**src/rtl/bram_stream_reader.sv**
```systemverilog
`default_nettype none
// ============================================================================
// Module  : bram_stream_reader
// Brief   : Reads a block of words from a BRAM port and replays it as a
//           valid/ready stream with tlast. BRAM_STREAM_READER_LOOP_EN adds a
//           loop input for repeated passes over the same block.
// Rev     : 1.0  initial release
// ============================================================================
module bram_stream_reader #(
    parameter int ADDR_W     = 14,
    parameter int DATA_W     = 32,
    parameter int RD_LAT     = 2,
    parameter int FIFO_DEPTH = 4
) (
    input  logic                clk,
    input  logic                reset,
    input  logic                start,
    input  logic                abort,
`ifdef BRAM_STREAM_READER_LOOP_EN
    input  logic                loop,
`endif
    input  logic [ADDR_W-3:0]   base_word,
    input  logic [ADDR_W-2:0]   length,
    output logic                busy,
    output logic                done,
    output logic                bram_clk,
    output logic                bram_rst,
    output logic                bram_en,
    output logic [DATA_W/8-1:0] bram_we,
    output logic [ADDR_W-1:0]   bram_addr,
    output logic [DATA_W-1:0]   bram_din,
    input  logic [DATA_W-1:0]   bram_dout,
    output logic [DATA_W-1:0]   m_tdata,
    output logic                m_tvalid,
    input  logic                m_tready,
    output logic                m_tlast
);

    localparam int c_PTR_W = $clog2(FIFO_DEPTH);
    localparam int c_CNT_W = c_PTR_W + 1;
    localparam int c_SUM_W = c_CNT_W + 1;
    localparam logic [c_SUM_W-1:0] c_DEPTH = c_SUM_W'(FIFO_DEPTH);

    typedef logic [1:0] state_t;
    localparam state_t c_ST_IDLE  = 2'd0;
    localparam state_t c_ST_ISSUE = 2'd1;
    localparam state_t c_ST_DRAIN = 2'd2;
    localparam state_t c_ST_FIN   = 2'd3;

    state_t                r_state;
    state_t                w_state_nxt;
    logic [ADDR_W-3:0]     r_base;
    logic [ADDR_W-3:0]     r_addr;
    logic [ADDR_W-2:0]     r_len;
    logic [ADDR_W-2:0]     r_remain;
    logic [RD_LAT-1:0]     r_pipe_v;
    logic [RD_LAT-1:0]     r_pipe_l;
    logic [DATA_W-1:0]     r_mem_d [FIFO_DEPTH];
    logic [FIFO_DEPTH-1:0] r_mem_l;
    logic [c_CNT_W-1:0]    r_wr_ptr;
    logic [c_CNT_W-1:0]    r_rd_ptr;
    logic [c_CNT_W-1:0]    w_count;
    logic [c_SUM_W-1:0]    w_inflight;
    logic                  r_busy;
    logic                  r_done;
    logic                  w_loop;
    logic                  w_accept_start;
    logic                  w_credit_ok;
    logic                  w_issue;
    logic                  w_last_issue;
    logic                  w_abort;
    logic                  w_push;
    logic                  w_pop;
    logic                  w_final;

`ifdef BRAM_STREAM_READER_LOOP_EN
    assign w_loop = loop;
`else
    assign w_loop = 1'b0;
`endif

    always_comb begin
        w_inflight = '0;
        for (int i = 0; i < RD_LAT; i++) begin
            w_inflight = w_inflight + c_SUM_W'(r_pipe_v[i]);
        end
    end

    // Reads in flight plus buffered words never exceed the FIFO depth, so a
    // returning read always has a slot regardless of m_tready.
    assign w_count        = r_wr_ptr - r_rd_ptr;
    assign w_credit_ok    = (c_SUM_W'(w_count) + w_inflight) < c_DEPTH;
    assign w_accept_start = (r_state == c_ST_IDLE) && start && !abort;
    assign w_issue        = (r_state == c_ST_ISSUE) && w_credit_ok;
    assign w_last_issue   = w_issue && (r_remain == (ADDR_W-1)'(1));
    assign w_abort        = abort && ((r_state == c_ST_ISSUE) || (r_state == c_ST_DRAIN));
    assign w_push         = r_pipe_v[RD_LAT-1];
    assign w_pop          = m_tvalid && m_tready;
    // Completion needs the very last word leaving with nothing else behind it;
    // an earlier pass's tlast can still be queued when looping.
    assign w_final        = w_pop && m_tlast && (w_inflight == '0) && (w_count == c_CNT_W'(1));

    always_comb begin
        w_state_nxt = r_state;
        case (r_state)
            c_ST_IDLE: begin
                if (w_accept_start) begin
                    w_state_nxt = (length == '0) ? c_ST_FIN : c_ST_ISSUE;
                end
            end
            c_ST_ISSUE: begin
                if (abort) begin
                    w_state_nxt = c_ST_FIN;
                end else if (w_last_issue && !w_loop) begin
                    w_state_nxt = c_ST_DRAIN;
                end
            end
            c_ST_DRAIN: begin
                if (abort || w_final) begin
                    w_state_nxt = c_ST_FIN;
                end
            end
            default: w_state_nxt = c_ST_IDLE;
        endcase
    end

    always_ff @(posedge clk) begin
        if (reset) begin
            r_state  <= c_ST_IDLE;
            r_busy   <= 1'b0;
            r_done   <= 1'b0;
            r_base   <= '0;
            r_addr   <= '0;
            r_len    <= '0;
            r_remain <= '0;
            r_pipe_v <= '0;
            r_pipe_l <= '0;
            r_wr_ptr <= '0;
            r_rd_ptr <= '0;
        end else begin
            r_state <= w_state_nxt;
            r_busy  <= (w_state_nxt != c_ST_IDLE);
            r_done  <= (r_state == c_ST_FIN);

            if (w_accept_start) begin
                r_base   <= base_word;
                r_len    <= length;
                r_addr   <= base_word;
                r_remain <= length;
            end else if (w_issue) begin
                if (w_last_issue && w_loop) begin
                    r_addr   <= r_base;
                    r_remain <= r_len;
                end else begin
                    r_addr   <= r_addr + (ADDR_W-2)'(1);
                    r_remain <= r_remain - (ADDR_W-1)'(1);
                end
            end

            if (w_abort) begin
                r_pipe_v <= '0;
                r_wr_ptr <= '0;
                r_rd_ptr <= '0;
            end else begin
                r_pipe_v[0] <= w_issue;
                r_pipe_l[0] <= w_last_issue;
                for (int i = 1; i < RD_LAT; i++) begin
                    r_pipe_v[i] <= r_pipe_v[i-1];
                    r_pipe_l[i] <= r_pipe_l[i-1];
                end
                if (w_push) begin
                    r_wr_ptr <= r_wr_ptr + c_CNT_W'(1);
                end
                if (w_pop) begin
                    r_rd_ptr <= r_rd_ptr + c_CNT_W'(1);
                end
            end
        end
    end

    always_ff @(posedge clk) begin
        if (w_push) begin
            r_mem_d[r_wr_ptr[c_PTR_W-1:0]] <= bram_dout;
            r_mem_l[r_wr_ptr[c_PTR_W-1:0]] <= r_pipe_l[RD_LAT-1];
        end
    end

    assign busy      = r_busy;
    assign done      = r_done;
    assign bram_clk  = clk;
    assign bram_rst  = reset;
    assign bram_en   = w_issue;
    assign bram_we   = '0;
    assign bram_addr = {r_addr, 2'b00};
    assign bram_din  = '0;
    assign m_tvalid  = (w_count != '0);
    assign m_tdata   = m_tvalid ? r_mem_d[r_rd_ptr[c_PTR_W-1:0]] : '0;
    assign m_tlast   = m_tvalid && r_mem_l[r_rd_ptr[c_PTR_W-1:0]];

endmodule
`default_nettype wire

```
**config.mk**
```make
export PLATFORM = sky130hd
export DESIGN_NAME = bram_stream_reader
export DESIGN_NICKNAME = d
export VERILOG_FILES = /design/src/rtl/bram_stream_reader.sv
export SDC_FILE = /design/constraint.sdc
export NUM_CORES = 1
export LEC_CHECK = 0
export BUFFER_PORTS_ARGS = -buffer_cell sky130_fd_sc_hd__buf_4
export CORE_MARGIN = 2
export CORE_UTILIZATION = 45
export DETAILED_ROUTE_END_ITERATION = 10
export GPL_TIMING_DRIVEN = 0
export PLACE_DENSITY_LB_ADDON = 0.1
export SYNTH_ARGS = -nofsm -noshare
export SYNTH_HDL_FRONTEND = slang
export SYNTH_SLANG_ARGS = --single-unit
```
**constraint.sdc**
```tcl
create_clock -name clk -period 2.75 [get_ports clk]
set_input_delay 0.55 -clock clk [delete_from_list [all_inputs] [get_ports clk]]
set_output_delay 0.55 -clock clk [all_outputs]
set_load 0.05 [all_outputs]
```
* Word level (Yosys, flattened, before mapping)
Memories as Yosys holds them, arrays and structs flattened. A register that Yosys moved wholly into a read port is not among the register bits.
Cells that the tools add are included.
** Storage, ports and cells
- Register bits after elaboration :: 43
- RAM bits :: 128
- Input port bits :: 62
- Logic and storage cells :: 68
- Memories :: 1
** Memories
- r_mem_d :: words 4, bits a word 32, read ports 1, clocked after memory_dff 1, write ports 1, line 58 : logic [DATA_W-1:0] r_mem_d [FIFO_DEPTH];
** Cells by class
- $add $sub $neg :: 7
- Order comparisons :: 4
- Eq/ne operators :: 5
- Multiplexer cells :: 20
- Reductions and logical operators :: 21
** Operators by type and width (count)
- $mux W32 :: 1
- $mux W13 :: 2
- $mux W12 :: 2
- $mux W2 :: 7
- $eq A13 B1 Y1 const B :: 1
- $logic_not A13 Y1 :: 1
- $sub A13 B1 Y13 const B :: 1
- $add A12 B1 Y12 const B :: 1
- $logic_and A1 B1 Y1 :: 11
- $add A3 B1 Y3 const B :: 2
- $lt A2 B3 Y1 const B :: 2
- $pmux W2 S3 :: 1
- $add A3 B2 Y4 :: 1
- $bwmux W4 :: 1
- $eq A2 B2 Y1 const B :: 2
- $logic_not A4 Y1 :: 1
- $lt A4 B3 Y1 const B :: 1
- $mux W1 :: 4
- $reduce_bool A2 Y1 :: 2
- $eq A3 B1 Y1 const B :: 1
- $reduce_bool A3 Y1 :: 1
- $sub A3 B3 Y3 :: 1
- $add A1 B1 Y2 :: 1
- $bmux W1 S2 :: 1
- other kinds (7) :: 8

* Longest topological paths before layout
Gate-level depths: netlist of run 1.
- Depth after elaboration :: 10
- Mapped depth :: 12

==> tab_implementation.tex, run 1 <==
\begin{tabular}{lr}
\hline
Metric & Value \\
\hline
\multicolumn{2}{l}{\textbf{Routing}} \\
\quad Detail Route Antenna Nets & 0 \\
\quad Per-cell via count in the routed design & 4.99 \\
\quad Total wire length & 16.0 mm \\
\quad Via count & 4640 \\
\quad Routed wire per std cell & 17.2 um \\
\quad Detailed router's first-iteration violation count & 235 \\
\quad Drt first pass iters & 4 \\
\quad Count of unresolved DRC violations after routing & 0 \\
\multicolumn{2}{l}{\textbf{Pwr}} \\
\quad Leak Pwr & 3.82 nW \\
\quad PnR Total Power & 11.2 mW \\
\quad Net switching share of the total power & 37.2\% \\
\quad Clock power share & 23.5\% \\
\quad Share of power burned in combinational logic & 47.8\% \\
\quad Worst vdd ir & 723 uV \\
\quad Internal cell power & 7.03 mW \\
\quad Net Switching & 4.17 mW \\
\quad Pwr dens & 1100 nW/um\^{}2 \\
\quad Sequential power share & 28.7\% \\
\multicolumn{2}{l}{\textbf{Yosys}} \\
\quad Largest family of logic cells by synthesized area & multiplexers \\
\quad Area share of fa/ha/maj cells after synthesis & 3.11\% \\
\quad Post-Synth XOR/XNOR Area & 2.89\% \\
\quad Syn. warnings & 0 \\
\quad Primary FF master, synth & sky130\_fd\_sc\_hd\_\_edfxtp\_1 \\
\quad Mux contribution to synthesized area & 10.5\% \\
\quad Unique cell type count in the Yosys netlist & 46 \\
\quad Sequential fraction of the synthesis area & 64.0\% \\
\quad Synth Register Bits & 173 \\
\quad Most area-consuming cells after synthesis & sky130\_fd\_sc\_hd\_\_edfxtp\_1 53\%, sky130\_fd\_sc\_hd\_\_dfxtp\_1 11\%, sky130\_fd\_sc\_hd\_\_mux4\_2 9.9\% \\
\quad Async SR Flop Fraction & 0\% \\
\quad Fraction of post-synthesis cell area in the top cell type by area & 53.0\% \\
\quad Compound-gate portion of the synthesized area & 4.07\% \\
\quad Yosys top cell by area & sky130\_fd\_sc\_hd\_\_edfxtp\_1 \\
\quad Average instance area after synthesis & 14.9 um\^{}2 \\
\quad Cells after Synth & 501 \\
\quad EDFF count, synth & 132 \\
\quad Simple-gate area share of the yosys netlist & 9.67\% \\
\quad Post-synthesis instance area & 7480 um\^{}2 \\
\multicolumn{2}{l}{\textbf{Global route}} \\
\quad Initial antenna violation count & 0 \\
\quad GR Overflow Total & 0 \\
\quad Via count of the first global-routing pass & 4775 \\
\quad Maximum number of pins on one net before global-route repair & 24 \\
\quad Global-route wire length before repair & 25.1 mm \\
\quad Gr usage total & 18.8\% \\
\multicolumn{2}{l}{\textbf{STA}} \\
\quad Final Critical Period & 3.00 ns \\
\quad Maximum clock skew at final layout & 0.0160 ns \\
\quad Hold Vio Cnt, Final & 0 \\
\quad Fin. max-slew vios & 0 \\
\quad Remaining max-slew budget at the tightest pin & 53.8\% \\
\quad Share of the cycle needed by the critical path after routing & 109\% \\
\quad Unrepaired setup endpoints after global routing & true \\
\quad Worst slew pin tran & 0.693 ns \\
\quad Final setup vio count & 35 \\
\quad Final Worst Setup Slack & -0.247 ns \\
\quad Highest clock frequency the design can meet & 0.334 GHz \\
\multicolumn{2}{l}{\textbf{Final layout}} \\
\quad Area used by multi-input combinational logic & 2570 um\^{}2 \\
\quad Diodes inserted & 0 \\
\quad Share of final-layout standard cells stronger than drive strength 1 & 43.2\% \\
\quad Number of cells in the finished layout apart from fillers & 929 \\
\quad Most common cell after layout, fill and taps aside & sky130\_fd\_sc\_hd\_\_edfxtp\_1 \\
\quad Number of fill cells & 1224 \\
\quad Final design instance area without fill & 10100 um\^{}2 \\
\quad Commonest cells after routing, fill and taps aside & 132 x sky130\_fd\_sc\_hd\_\_edfxtp\_1, 131 x sky130\_fd\_sc\_hd\_\_buf\_4, 38 x sky130\_fd\_sc\_hd\_\_dfxtp\_1, 38 x sky130\_fd\_sc\_hd\_\_conb\_1 \\
\quad Total number of nets in the final design & 776 \\
\quad Layout overhead on the synthesized area & 35.7\% \\
\quad Area occupied by registers & 4790 um\^{}2 \\
\multicolumn{2}{l}{\textbf{Outcome}} \\
\quad Violated checks & setup timing \\
\quad Result of the run & complete, but fails checks \\
\multicolumn{2}{l}{\textbf{Min path}} \\
\quad HP Class & input port to register \\
\multicolumn{2}{l}{\textbf{Clock network}} \\
\quad Number of hold buffers added after cts & 0 \\
\quad Clock latency on the worst-skew pair & 0.55 ns \\
\quad Clock tree from TritonCTS & done \\
\quad Clock transition at the registers of the reported paths & 0.07 ns \\
\multicolumn{2}{l}{\textbf{Worst setup path}} \\
\quad Crit path max fanout & 6 \\
\quad Worst setup EP type & output port \\
\quad Signal arrival time at the worst endpoint & 2.45 ns \\
\quad Type of origin of the critical path & register \\
\quad Critical path start-end classification & register to output port \\
\quad Required time of the worst setup path & 2.20 ns \\
\multicolumn{2}{l}{\textbf{Floorplanning}} \\
\quad Core area & 16400 um\^{}2 \\
\quad Die outline area & 17700 um\^{}2 \\
\quad Initial cell density of the core & 45.6\% \\
\quad Count of standard-cell rows & 47 \\
\quad IO Pins & 151 \\
\quad DIE HEIGHT & 133 um \\
\quad Horiz. Die Dim & 133 um \\
\multicolumn{2}{l}{\textbf{Place}} \\
\quad Estimated wirelength of the detail-placed design & 10.3 mm \\
\quad Placed standard-cell area & 8830 um\^{}2 \\
\quad Routability congestion estimate from global placement & 0.806 \\
\quad DP Cell Count & 874 \\
\quad Count of port buffers added during placement & 112 \\
\multicolumn{2}{l}{\textbf{Job}} \\
\quad Maximum capacitance violations & 0 \\
\hline
\end{tabular}
==> timing repair <==
action,4_1_cts,5_1_grt
buffers inserted,12,5
setup endpoints to repair,48,47
cloned,4,0
pin swaps,6,7
gates resized for setup,142,15
==> synth_stat cells, drive strengths merged, types with 4 or more instances <==
library cell / count
nor3: 6
edfxtp: 132
buf: 42
and2: 38
or3: 5
inv: 14
nor2: 37
or4: 4
ha: 17
xor2: 8
a311oi: 6
xnor2: 14
dfxtp: 41
nand4: 8
nor4: 6
clkbuf: 18
mux2i: 4
a211oi: 18
o21ai: 6
nand3: 8
mux4: 33
nand2: 11
==> through the flow <==
step,util (%),worst slack [ns],hold slack [ns],TNS (ns)
after floorplan,-,0.00377,0.437,0
after global placement,53.3,-0.403,0.445,-12.11
after detailed placement,53.8,-0.420,0.462,-12.43
after CTS,61.5,-0.415,0.190,-13.23
after global routing,61.8,-0.307,0.191,-9.50
final,61.8,-0.247,0.197,-7.22
==> power groups by stage <==
stage	clock, mW	combinational, mW	sequential (mW)
after floorplan	0.0784	2.69	3.37
after global placement	0.0988	3.88	3.25
after detailed placement	0.0988	3.93	3.26
after CTS	2.69	5.31	3.21
after global routing	2.79	5.64	3.24
final	2.63	5.35	3.21
==> flip-flops by register name, summed over array words and instances (netlist names), named ones only <==
signal / flops
r_wr_ptr: 3
r_mem_l: 4
r_pipe_v: 2
r_mem_d: 128
done: 1
busy: 1
r_state: 2
r_pipe_l: 2
r_remain: 13
r_addr: 12
r_rd_ptr: 3
==> final timing paths <==
path / end / cells after the start / slack [ns] / startpoint
worst max-delay path: m_tdata[11] / 9 / -0.25 / r_wr_ptr[0]
worst min-delay path: r_mem_d[0][19] / 1 / 0.20 / bram_dout[19]
worst max register to register: r_remain[12] / 11 / 0.10 / r_wr_ptr[0]
worst min register to register: r_pipe_v[1] / 2 / 0.47 / r_pipe_v[0]
==> critical path, stage by stage, from the launching register on <==
cell	delay, ns
sky130_fd_sc_hd__dfxtp_4	0.36
sky130_fd_sc_hd__inv_4	0.04
sky130_fd_sc_hd__ha_4	0.14
sky130_fd_sc_hd__inv_2	0.04
sky130_fd_sc_hd__fa_2	0.48
sky130_fd_sc_hd__inv_4	0.12
sky130_fd_sc_hd__nand3_4	0.20
sky130_fd_sc_hd__clkbuf_16	0.23
sky130_fd_sc_hd__and2_4	0.14
sky130_fd_sc_hd__buf_8	0.14
==> metal layers <==
layer	wire (um)	global-route usage (%)	share of wire, %	up-vias
li1	-	-	-	2207
met2	8450	32.0	53	137
met5	0	0	0	-
met3	870	4.94	5.4	11
met1	6600	23.4	41	2285
met4	100	6.63	0.62	0
==> layout make-up <==
cell class / instances / share of cell area [%]
clock inverter: 14 / 1.39
multi-input combinational: 292 / 25.3
sequential: 173 / 47.3
timing repair buffer: 135 / 13.5
tap: 220 / 2.71
inverter: 14 / 0.567
clock buffer: 22 / 5.05
buffer: 59 / 4.24
==> kinds of logic (layout without fill, tap and decap cells) <==
| logic type | Yosys count | in the layout |
|---|---|---|
| adder cells (fa/ha/maj) | 18 | 18 |
| AO/OA/AOI/OAI | 41 | 41 |
| multiplexers | 37 | 37 |
| AND/OR/NAND/NOR | 134 | 135 |
| flip-flops | 173 | 173 |
| XOR/XNOR | 23 | 23 |
| buffers and inverters | 74 | 244 |
| other | 1 | 38 |
Note: power is estimated with default switching activity, not from simulation.
==> inputs of run 2 (changes only) <==
--- a/config.mk
+++ b/config.mk
@@ -11,6 +11,7 @@
 export DETAILED_ROUTE_END_ITERATION = 10
 export GPL_TIMING_DRIVEN = 0
 export PLACE_DENSITY_LB_ADDON = 0.1
+export RECOVER_POWER = 50
 export SYNTH_ARGS = -nofsm -noshare
 export SYNTH_HDL_FRONTEND = slang
 export SYNTH_SLANG_ARGS = --single-unit
==> run 2 against run 1 <==
Against the previous run:
- the run still ends with setup timing left
- first-iteration DRC count up 3.8%
- cell count unchanged
- combinational power hardly changed
- critical path type unchanged
- highest routed layer unchanged
==> tab_implementation.tex, run 2 (synthesized netlist as in run 1, its figures left out) <==
\begin{tabular}{lr}
\hline
Metric & Value \\
\hline
\multicolumn{2}{l}{\textbf{Place}} \\
\quad Estimated wirelength of the detail-placed design & 10.3 mm (unchanged) \\
\quad Count of port buffers added during placement & 112 (unchanged) \\
\quad Routability congestion estimate from global placement & 0.806 (unchanged) \\
\quad Place WS & -0.420 ns (unchanged) \\
\quad DP Cell Count & 874 (unchanged) \\
\quad Placed standard-cell area & 8830 um\^{}2 (unchanged) \\
\multicolumn{2}{l}{\textbf{Final layout}} \\
\quad Final design instance area without fill & 10000 um\^{}2 (was 10100 um\^{}2) \\
\quad Layout overhead on the synthesized area & 34.0\% (was 35.7\%) \\
\quad Max FFs per register & 128 (unchanged) \\
\quad Commonest cells after routing, fill and taps aside & 132 x sky130\_fd\_sc\_hd\_\_edfxtp\_1, 99 x sky130\_fd\_sc\_hd\_\_buf\_4, 45 x sky130\_fd\_sc\_hd\_\_clkbuf\_1 (was 132 x sky130\_fd\_sc\_hd\_\_edfxtp\_1, 131 x sky130\_fd\_sc\_hd\_\_buf\_4, 38 x sky130\_fd\_sc\_hd\_\_dfxtp\_1, 38 x sky130\_fd\_sc\_hd\_\_conb\_1) \\
\quad Total number of nets in the final design & 776 (unchanged) \\
\quad Most common cell after layout, fill and taps aside & sky130\_fd\_sc\_hd\_\_edfxtp\_1 (unchanged) \\
\quad Area occupied by registers & 4790 um\^{}2 (unchanged) \\
\quad Area used by multi-input combinational logic & 2560 um\^{}2 (was 2570 um\^{}2) \\
\quad Number of cells in the finished layout apart from fillers & 929 (unchanged) \\
\quad Share of final-layout standard cells stronger than drive strength 1 & 38.2\% (was 43.2\%) \\
\quad Number of fill cells & 1267 (was 1224) \\
\quad Diodes inserted & 0 (unchanged) \\
\multicolumn{2}{l}{\textbf{Worst setup path}} \\
\quad Required time of the worst setup path & 2.20 ns (about the same) \\
\quad R2r setup slk & 0.09 ns (was 0.10 ns) \\
\quad Type of origin of the critical path & register (unchanged) \\
\quad Worst setup EP type & output port (unchanged) \\
\quad Critical path start-end classification & register to output port (unchanged) \\
\quad Signal arrival time at the worst endpoint & 2.44 ns (was 2.45 ns) \\
\quad Crit path max fanout & 6 (unchanged) \\
\multicolumn{2}{l}{\textbf{STA}} \\
\quad Final Critical Period & 2.99 ns (was 3.00 ns) \\
\quad Final setup vio count & 35 (unchanged) \\
\quad Unrepaired setup endpoints after global routing & true (unchanged) \\
\quad Final Worst Setup Slack & -0.240 ns (was -0.247 ns) \\
\quad Worst slew pin tran & 1.14 ns (was 0.693 ns) \\
\quad Sum of negative setup slack & -7.01 ns (was -7.22 ns) \\
\quad Remaining max-slew budget at the tightest pin & 24.0\% (was 53.8\%) \\
\quad Maximum clock skew at final layout & 0.0120 ns (was 0.0160 ns) \\
\quad Highest clock frequency the design can meet & 0.334 GHz (about the same) \\
\quad Fin. max-slew vios & 0 (unchanged) \\
\quad Share of the cycle needed by the critical path after routing & 109\% (about the same) \\
\quad Hold Vio Cnt, Final & 0 (unchanged) \\
\multicolumn{2}{l}{\textbf{Min path}} \\
\quad HP Class & input port to register (unchanged) \\
\multicolumn{2}{l}{\textbf{Job}} \\
\quad Maximum capacitance violations & 0 (unchanged) \\
\multicolumn{2}{l}{\textbf{Pwr}} \\
\quad Share of power burned in combinational logic & 47.7\% (was 47.8\%) \\
\quad Net Switching & 4.17 mW (about the same) \\
\quad Leak Pwr & 3.70 nW (was 3.82 nW) \\
\quad Worst vdd ir & 739 uV (was 723 uV) \\
\quad PnR Total Power & 11.2 mW (about the same) \\
\quad Internal cell power & 7.01 mW (was 7.03 mW) \\
\quad Clock power share & 23.6\% (was 23.5\%) \\
\quad Sequential power share & 28.7\% (about the same) \\
\quad Pwr dens & 1120 nW/um\^{}2 (was 1100 nW/um\^{}2) \\
\quad Net switching share of the total power & 37.3\% (was 37.2\%) \\
\multicolumn{2}{l}{\textbf{Outcome}} \\
\quad Violated checks & setup timing (unchanged) \\
\quad Result of the run & complete, but fails checks (unchanged) \\
\multicolumn{2}{l}{\textbf{Routing}} \\
\quad Via count & 4663 (was 4640) \\
\quad Detail Route Antenna Nets & 0 (unchanged) \\
\quad Count of unresolved DRC violations after routing & 0 (unchanged) \\
\quad Per-cell via count in the routed design & 5.02 (was 4.99) \\
\quad Detailed router's first-iteration violation count & 244 (was 235) \\
\quad Total wire length & 16.0 mm (about the same) \\
\quad Drt first pass iters & 4 (unchanged) \\
\quad Routed wire per std cell & 17.2 um (about the same) \\
\multicolumn{2}{l}{\textbf{Floorplanning}} \\
\quad Horiz. Die Dim & 133 um (unchanged) \\
\quad Die outline area & 17700 um\^{}2 (unchanged) \\
\quad DIE HEIGHT & 133 um (unchanged) \\
\quad Core area & 16400 um\^{}2 (unchanged) \\
\quad IO Pins & 151 (unchanged) \\
\quad Count of standard-cell rows & 47 (unchanged) \\
\quad Initial cell density of the core & 45.6\% (unchanged) \\
\multicolumn{2}{l}{\textbf{Global route}} \\
\quad Global-route wire length before repair & 25.1 mm (unchanged) \\
\quad Maximum number of pins on one net before global-route repair & 24 (unchanged) \\
\quad GR Overflow Total & 0 (unchanged) \\
\quad Initial antenna violation count & 0 (unchanged) \\
\quad Gr usage total & 18.8\% (unchanged) \\
\quad Via count of the first global-routing pass & 4775 (unchanged) \\
\multicolumn{2}{l}{\textbf{Clock network}} \\
\quad Clock latency on the worst-skew pair & 0.54 ns (was 0.55 ns) \\
\quad Clock transition at the registers of the reported paths & 0.06 ns (was 0.07 ns) \\
\quad Clock tree from TritonCTS & done (unchanged) \\
\quad Number of hold buffers added after cts & 0 (unchanged) \\
\hline
\end{tabular}
run 2: cell count changes in the layout (fill, tap and decap cells not counted):
cell,change
sky130_fd_sc_hd__and2_0,+3
sky130_fd_sc_hd__and2_2,-3
sky130_fd_sc_hd__buf_4,-32
sky130_fd_sc_hd__clkbuf_1,+32
run 2: final cells by class:
class / count / share of cell area [%]
plain buffers: 59 / 4.30
multi-input cells: 292 / 25.6
clock buffers: 22 / 5.11
flip-flops and latches: 173 / 47.8
clock inverters: 14 / 1.41
repair buffers: 135 / 12.4
well taps: 220 / 2.75
inverters: 14 / 0.574
run 2: per-stage QoR:
step | utilization, % | hold slack (ns)
final | 61.1 | 0.262
after global routing | 61.1 | 0.256
after CTS | 61.5 | 0.190
after detailed placement | 53.8 | 0.462
after global placement | 53.3 | 0.445
after floorplan | - | 0.437
run 2: worst paths after layout:
path	end	cells past startpoint	start
setup / recovery	m_tdata[11]	9	r_wr_ptr[0]
hold reg to reg	r_pipe_v[1]	2	r_pipe_v[0]
hold / removal	r_remain[1]	3	length[1]
setup reg to reg	r_remain[12]	11	r_wr_ptr[0]
run 2: metal layers:
layer | track usage [%] | part of all wire [%] | up-vias
met5 | 0 | 0 | -
met4 | 6.63 | 1.3 | 0
met3 | 4.94 | 4.8 | 19
met2 | 32.0 | 52 | 126
met1 | 23.4 | 42 | 2308
li1 | - | - | 2210
run 2: repair_timing:
item	in CTS	in global routing
gates cloned	4	0
pin swaps	6	7
setup buffers	12	5
resized for setup	142	15
setup endpoints to repair	48	47
endpoints found under the hold margin	0	0
run 2: power by group through the flow:
stage / Combinational, mW / Clock, mW / Sequential, mW
after floorplan: 2.69 / 0.0784 / 3.37
after global placement: 3.88 / 0.0988 / 3.25
after detailed placement: 3.93 / 0.0988 / 3.26
after CTS: 5.31 / 2.69 / 3.21
after global routing: 5.62 / 2.79 / 3.24
final: 5.34 / 2.64 / 3.21
run 2: worst max-delay path, cell delays in order (launching register included):
cell and delay, ns:
sky130_fd_sc_hd__dfxtp_4 0.36, sky130_fd_sc_hd__inv_4 0.04, sky130_fd_sc_hd__ha_4 0.14, sky130_fd_sc_hd__inv_2 0.04, sky130_fd_sc_hd__fa_2 0.48, sky130_fd_sc_hd__inv_4 0.12, sky130_fd_sc_hd__nand3_4 0.20, sky130_fd_sc_hd__clkbuf_16 0.23
sky130_fd_sc_hd__and2_4 0.14, sky130_fd_sc_hd__buf_8 0.14
==> inputs of run 3 (changes only) <==
--- a/config.mk
+++ b/config.mk
@@ -6,6 +6,8 @@
 export NUM_CORES = 1
 export LEC_CHECK = 0
 export BUFFER_PORTS_ARGS = -buffer_cell sky130_fd_sc_hd__buf_4
+export CAP_MARGIN = 20
+export CORE_ASPECT_RATIO = 1.4
 export CORE_MARGIN = 2
 export CORE_UTILIZATION = 45
 export DETAILED_ROUTE_END_ITERATION = 10
==> run 3 against run 2 <==
Against the previous run:
- the flow finishes with violations (DRC, setup timing)
- clock skew about the same
- highest routed layer unchanged
- cell count is 1.8% lower
- critical path type unchanged
- sequential share of layout area is 0.40 points lower
- sequential power hardly changed
- largest power group unchanged
==> tab_implementation.tex, run 3 (synthesized netlist as in run 1, its figures left out) <==
\begin{tabular}{lr}
\hline
Metric & Value \\
\hline
\multicolumn{2}{l}{\textbf{STA}} \\
\quad Share of the cycle needed by the critical path after routing & 109\% (about the same) \\
\quad Highest clock frequency the design can meet & 0.334 GHz (about the same) \\
\quad Final Worst Setup Slack & -0.246 ns (was -0.240 ns) \\
\quad Final Critical Period & 3.00 ns (was 2.99 ns) \\
\quad Maximum clock skew at final layout & 0.0117 ns (was 0.0120 ns) \\
\quad Hold slack & 0.258 ns (was 0.262 ns) \\
\quad Hold Vio Cnt, Final & 0 (unchanged) \\
\quad Worst slew pin tran & 1.14 ns (about the same) \\
\quad Final setup vio count & 35 (unchanged) \\
\quad Unrepaired setup endpoints after global routing & true (unchanged) \\
\quad Fin. max-slew vios & 0 (unchanged) \\
\quad Remaining max-slew budget at the tightest pin & 24.2\% (was 24.0\%) \\
\multicolumn{2}{l}{\textbf{Final layout}} \\
\quad Max FFs per register & 128 (unchanged) \\
\quad Total number of nets in the final design & 779 (was 776) \\
\quad Layout overhead on the synthesized area & 35.1\% (was 34.0\%) \\
\quad Final design instance area without fill & 10100 um\^{}2 (was 10000 um\^{}2) \\
\quad Share of final-layout standard cells stronger than drive strength 1 & 40.3\% (was 38.2\%) \\
\quad Commonest cells after routing, fill and taps aside & 132 x sky130\_fd\_sc\_hd\_\_edfxtp\_1, 102 x sky130\_fd\_sc\_hd\_\_buf\_4, 44 x sky130\_fd\_sc\_hd\_\_clkbuf\_1 (was 132 x sky130\_fd\_sc\_hd\_\_edfxtp\_1, 99 x sky130\_fd\_sc\_hd\_\_buf\_4, 45 x sky130\_fd\_sc\_hd\_\_clkbuf\_1) \\
\quad Most common cell after layout, fill and taps aside & sky130\_fd\_sc\_hd\_\_edfxtp\_1 (unchanged) \\
\multicolumn{2}{l}{\textbf{Place}} \\
\quad Count of port buffers added during placement & 112 (unchanged) \\
\quad Placed standard-cell area & 8800 um\^{}2 (was 8830 um\^{}2) \\
\quad Routability congestion estimate from global placement & 0.878 (was 0.806) \\
\quad Estimated wirelength of the detail-placed design & 10.3 mm (about the same) \\
\multicolumn{2}{l}{\textbf{Worst setup path}} \\
\quad Stage delay of the slowest cell on the critical path & 0.39 ns (was 0.48 ns) \\
\quad Critical path start-end classification & register to output port (unchanged) \\
\quad Worst setup EP type & output port (unchanged) \\
\quad Type of origin of the critical path & register (unchanged) \\
\quad Required time of the worst setup path & 2.20 ns (about the same) \\
\quad Max stage delay cell, worst path & sky130\_fd\_sc\_hd\_\_dfxtp\_4 (was sky130\_fd\_sc\_hd\_\_fa\_2) \\
\quad Signal arrival time at the worst endpoint & 2.45 ns (was 2.44 ns) \\
\quad Worst-path cell chain & ha\_4, inv\_2, fa\_2, xor3\_2, nand3\_4, buf\_12, clkbuf\_16, and2\_4, buf\_8 (was inv\_4, ha\_4, inv\_2, fa\_2, inv\_4, nand3\_4, clkbuf\_16, and2\_4, buf\_8) \\
\quad R2r setup slk & 0.09 ns (about the same) \\
\quad Crit path max fanout & 9 (was 6) \\
\multicolumn{2}{l}{\textbf{Floorplanning}} \\
\quad Initial cell density of the core & 46.0\% (was 45.6\%) \\
\quad Core area & 16200 um\^{}2 (was 16400 um\^{}2) \\
\quad DIE HEIGHT & 157 um (was 133 um) \\
\quad Die outline area & 17700 um\^{}2 (about the same) \\
\quad IO Pins & 151 (unchanged) \\
\quad Count of standard-cell rows & 55 (was 47) \\
\quad Horiz. Die Dim & 113 um (was 133 um) \\
\multicolumn{2}{l}{\textbf{Pwr}} \\
\quad Worst vdd ir & 469 uV (was 739 uV) \\
\quad PnR Total Power & 11.4 mW (was 11.2 mW) \\
\quad Pwr dens & 1120 nW/um\^{}2 (about the same) \\
\quad Leak Pwr & 3.73 nW (was 3.70 nW) \\
\multicolumn{2}{l}{\textbf{Routing}} \\
\quad Drt first pass iters & 7 (was 4) \\
\quad Per-cell via count in the routed design & 5.11 (was 5.02) \\
\quad Routed wire per std cell & 17.4 um (was 17.2 um) \\
\quad Detailed router's first-iteration violation count & 205 (was 244) \\
\quad Count of unresolved DRC violations after routing & 12 (was 0) \\
\quad Total wire length & 15.9 mm (was 16.0 mm) \\
\quad Via count & 4662 (was 4663) \\
\quad Detail Route Antenna Nets & 0 (unchanged) \\
\multicolumn{2}{l}{\textbf{Global route}} \\
\quad Gr usage total & 18.9\% (was 18.8\%) \\
\quad GR Overflow Total & 0 (unchanged) \\
\quad Maximum number of pins on one net before global-route repair & 22 (was 24) \\
\quad Global-route wire length before repair & 24.9 mm (was 25.1 mm) \\
\quad Via count of the first global-routing pass & 4871 (was 4775) \\
\quad Initial antenna violation count & 1 (was 0) \\
\multicolumn{2}{l}{\textbf{Min path}} \\
\quad HP Class & input port to register (unchanged) \\
\multicolumn{2}{l}{\textbf{Outcome}} \\
\quad Violated checks & DRC, setup timing (was setup timing) \\
\quad Result of the run & complete, but fails checks (unchanged) \\
\multicolumn{2}{l}{\textbf{Clock network}} \\
\quad Clock latency on the worst-skew pair & 0.54 ns (about the same) \\
\quad Clock tree from TritonCTS & done (unchanged) \\
\quad Clock transition at the registers of the reported paths & 0.07 ns (was 0.06 ns) \\
\multicolumn{2}{l}{\textbf{Job}} \\
\quad Maximum capacitance violations & 0 (unchanged) \\
\hline
\end{tabular}
[run 3: changes by cell type in the layout (fill, tap and decap cells not counted), sizes merged, moves of 2 or more]
cell    previous run  this run
inv               17        23
clkbuf            72        69
buf              144       150
bufinv             2         0
clkinv             7         3
[run 3: metrics by stage]
stage / setup slack [ns] / utilization, % / cells / setup TNS, ns
3_3_place_gp: -0.405 / 53.7 / 849 / -12.41
4_1_cts: -0.288 / 62.0 / 909 / -8.33
6_report: -0.246 / 62.2 / 912 / -7.30
5_1_grt: -0.336 / 62.2 / 911 / -10.13
2_1_floorplan: 0.00377 / - / 538 / 0
3_5_place_dp: -0.470 / 54.2 / 853 / -15.94
[run 3: timing repair]
action / in CTS / in global routing
hold endpoints to repair: 0 / 0
cloned: 2 / 1
endpoints found under the setup margin: 57 / 55
setup buffers: 20 / 5
pin swaps: 9 / 10
gates resized for setup: 135 / 32
hold buffers: 0 / 0
[run 3: layout make-up]
class | instances | area (um^2)
clock buffers | 21 | 508
clock inverters | 15 | 143
inverters | 14 | 55.1
fillers | 1254 | 6140
well taps | 199 | 249
flip-flops and latches | 173 | 4790
diodes | 1 | 2.50
multi-input cells | 291 | 2610
plain buffers | 59 | 452
repair buffers | 139 | 1290
[run 3: routing by layer]
metal / global-route usage, % / vias to the layer above / part of all wire (%)
met3: 5.46 / 25 / 5.3
met1: 20.5 / 2298 / 38
met2: 33.5 / 126 / 54
met4: 9.99 / 0 / 2.3
li1: - / 2213 / -
met5: 0 / - / 0
[run 3: worst max-delay path, delay by kind of cell (launching register included)]
| family | cells | cell delay (ns) |
|---|---|---|
| xor+xnor | 1 | 0.28 |
| flops | 1 | 0.39 |
| fa+ha+maj | 2 | 0.48 |
| simple gates | 2 | 0.25 |
| buf+inv | 4 | 0.49 |
[run 3: power by group]
group	switching (mW)	internal, mW
logic	2.91	2.60
registers	0.217	3.02
clock network	1.19	1.42
[run 3: worst paths after layout]
check / startpoint / cells after the start / end
worst max-delay path: r_rd_ptr[0] / 9 / m_tdata[4]
worst min-delay path: length[1] / 3 / r_remain[1]
worst max register to register: r_rd_ptr[0] / 12 / r_remain[7]
worst min register to register: r_pipe_v[0] / 2 / r_pipe_v[1]
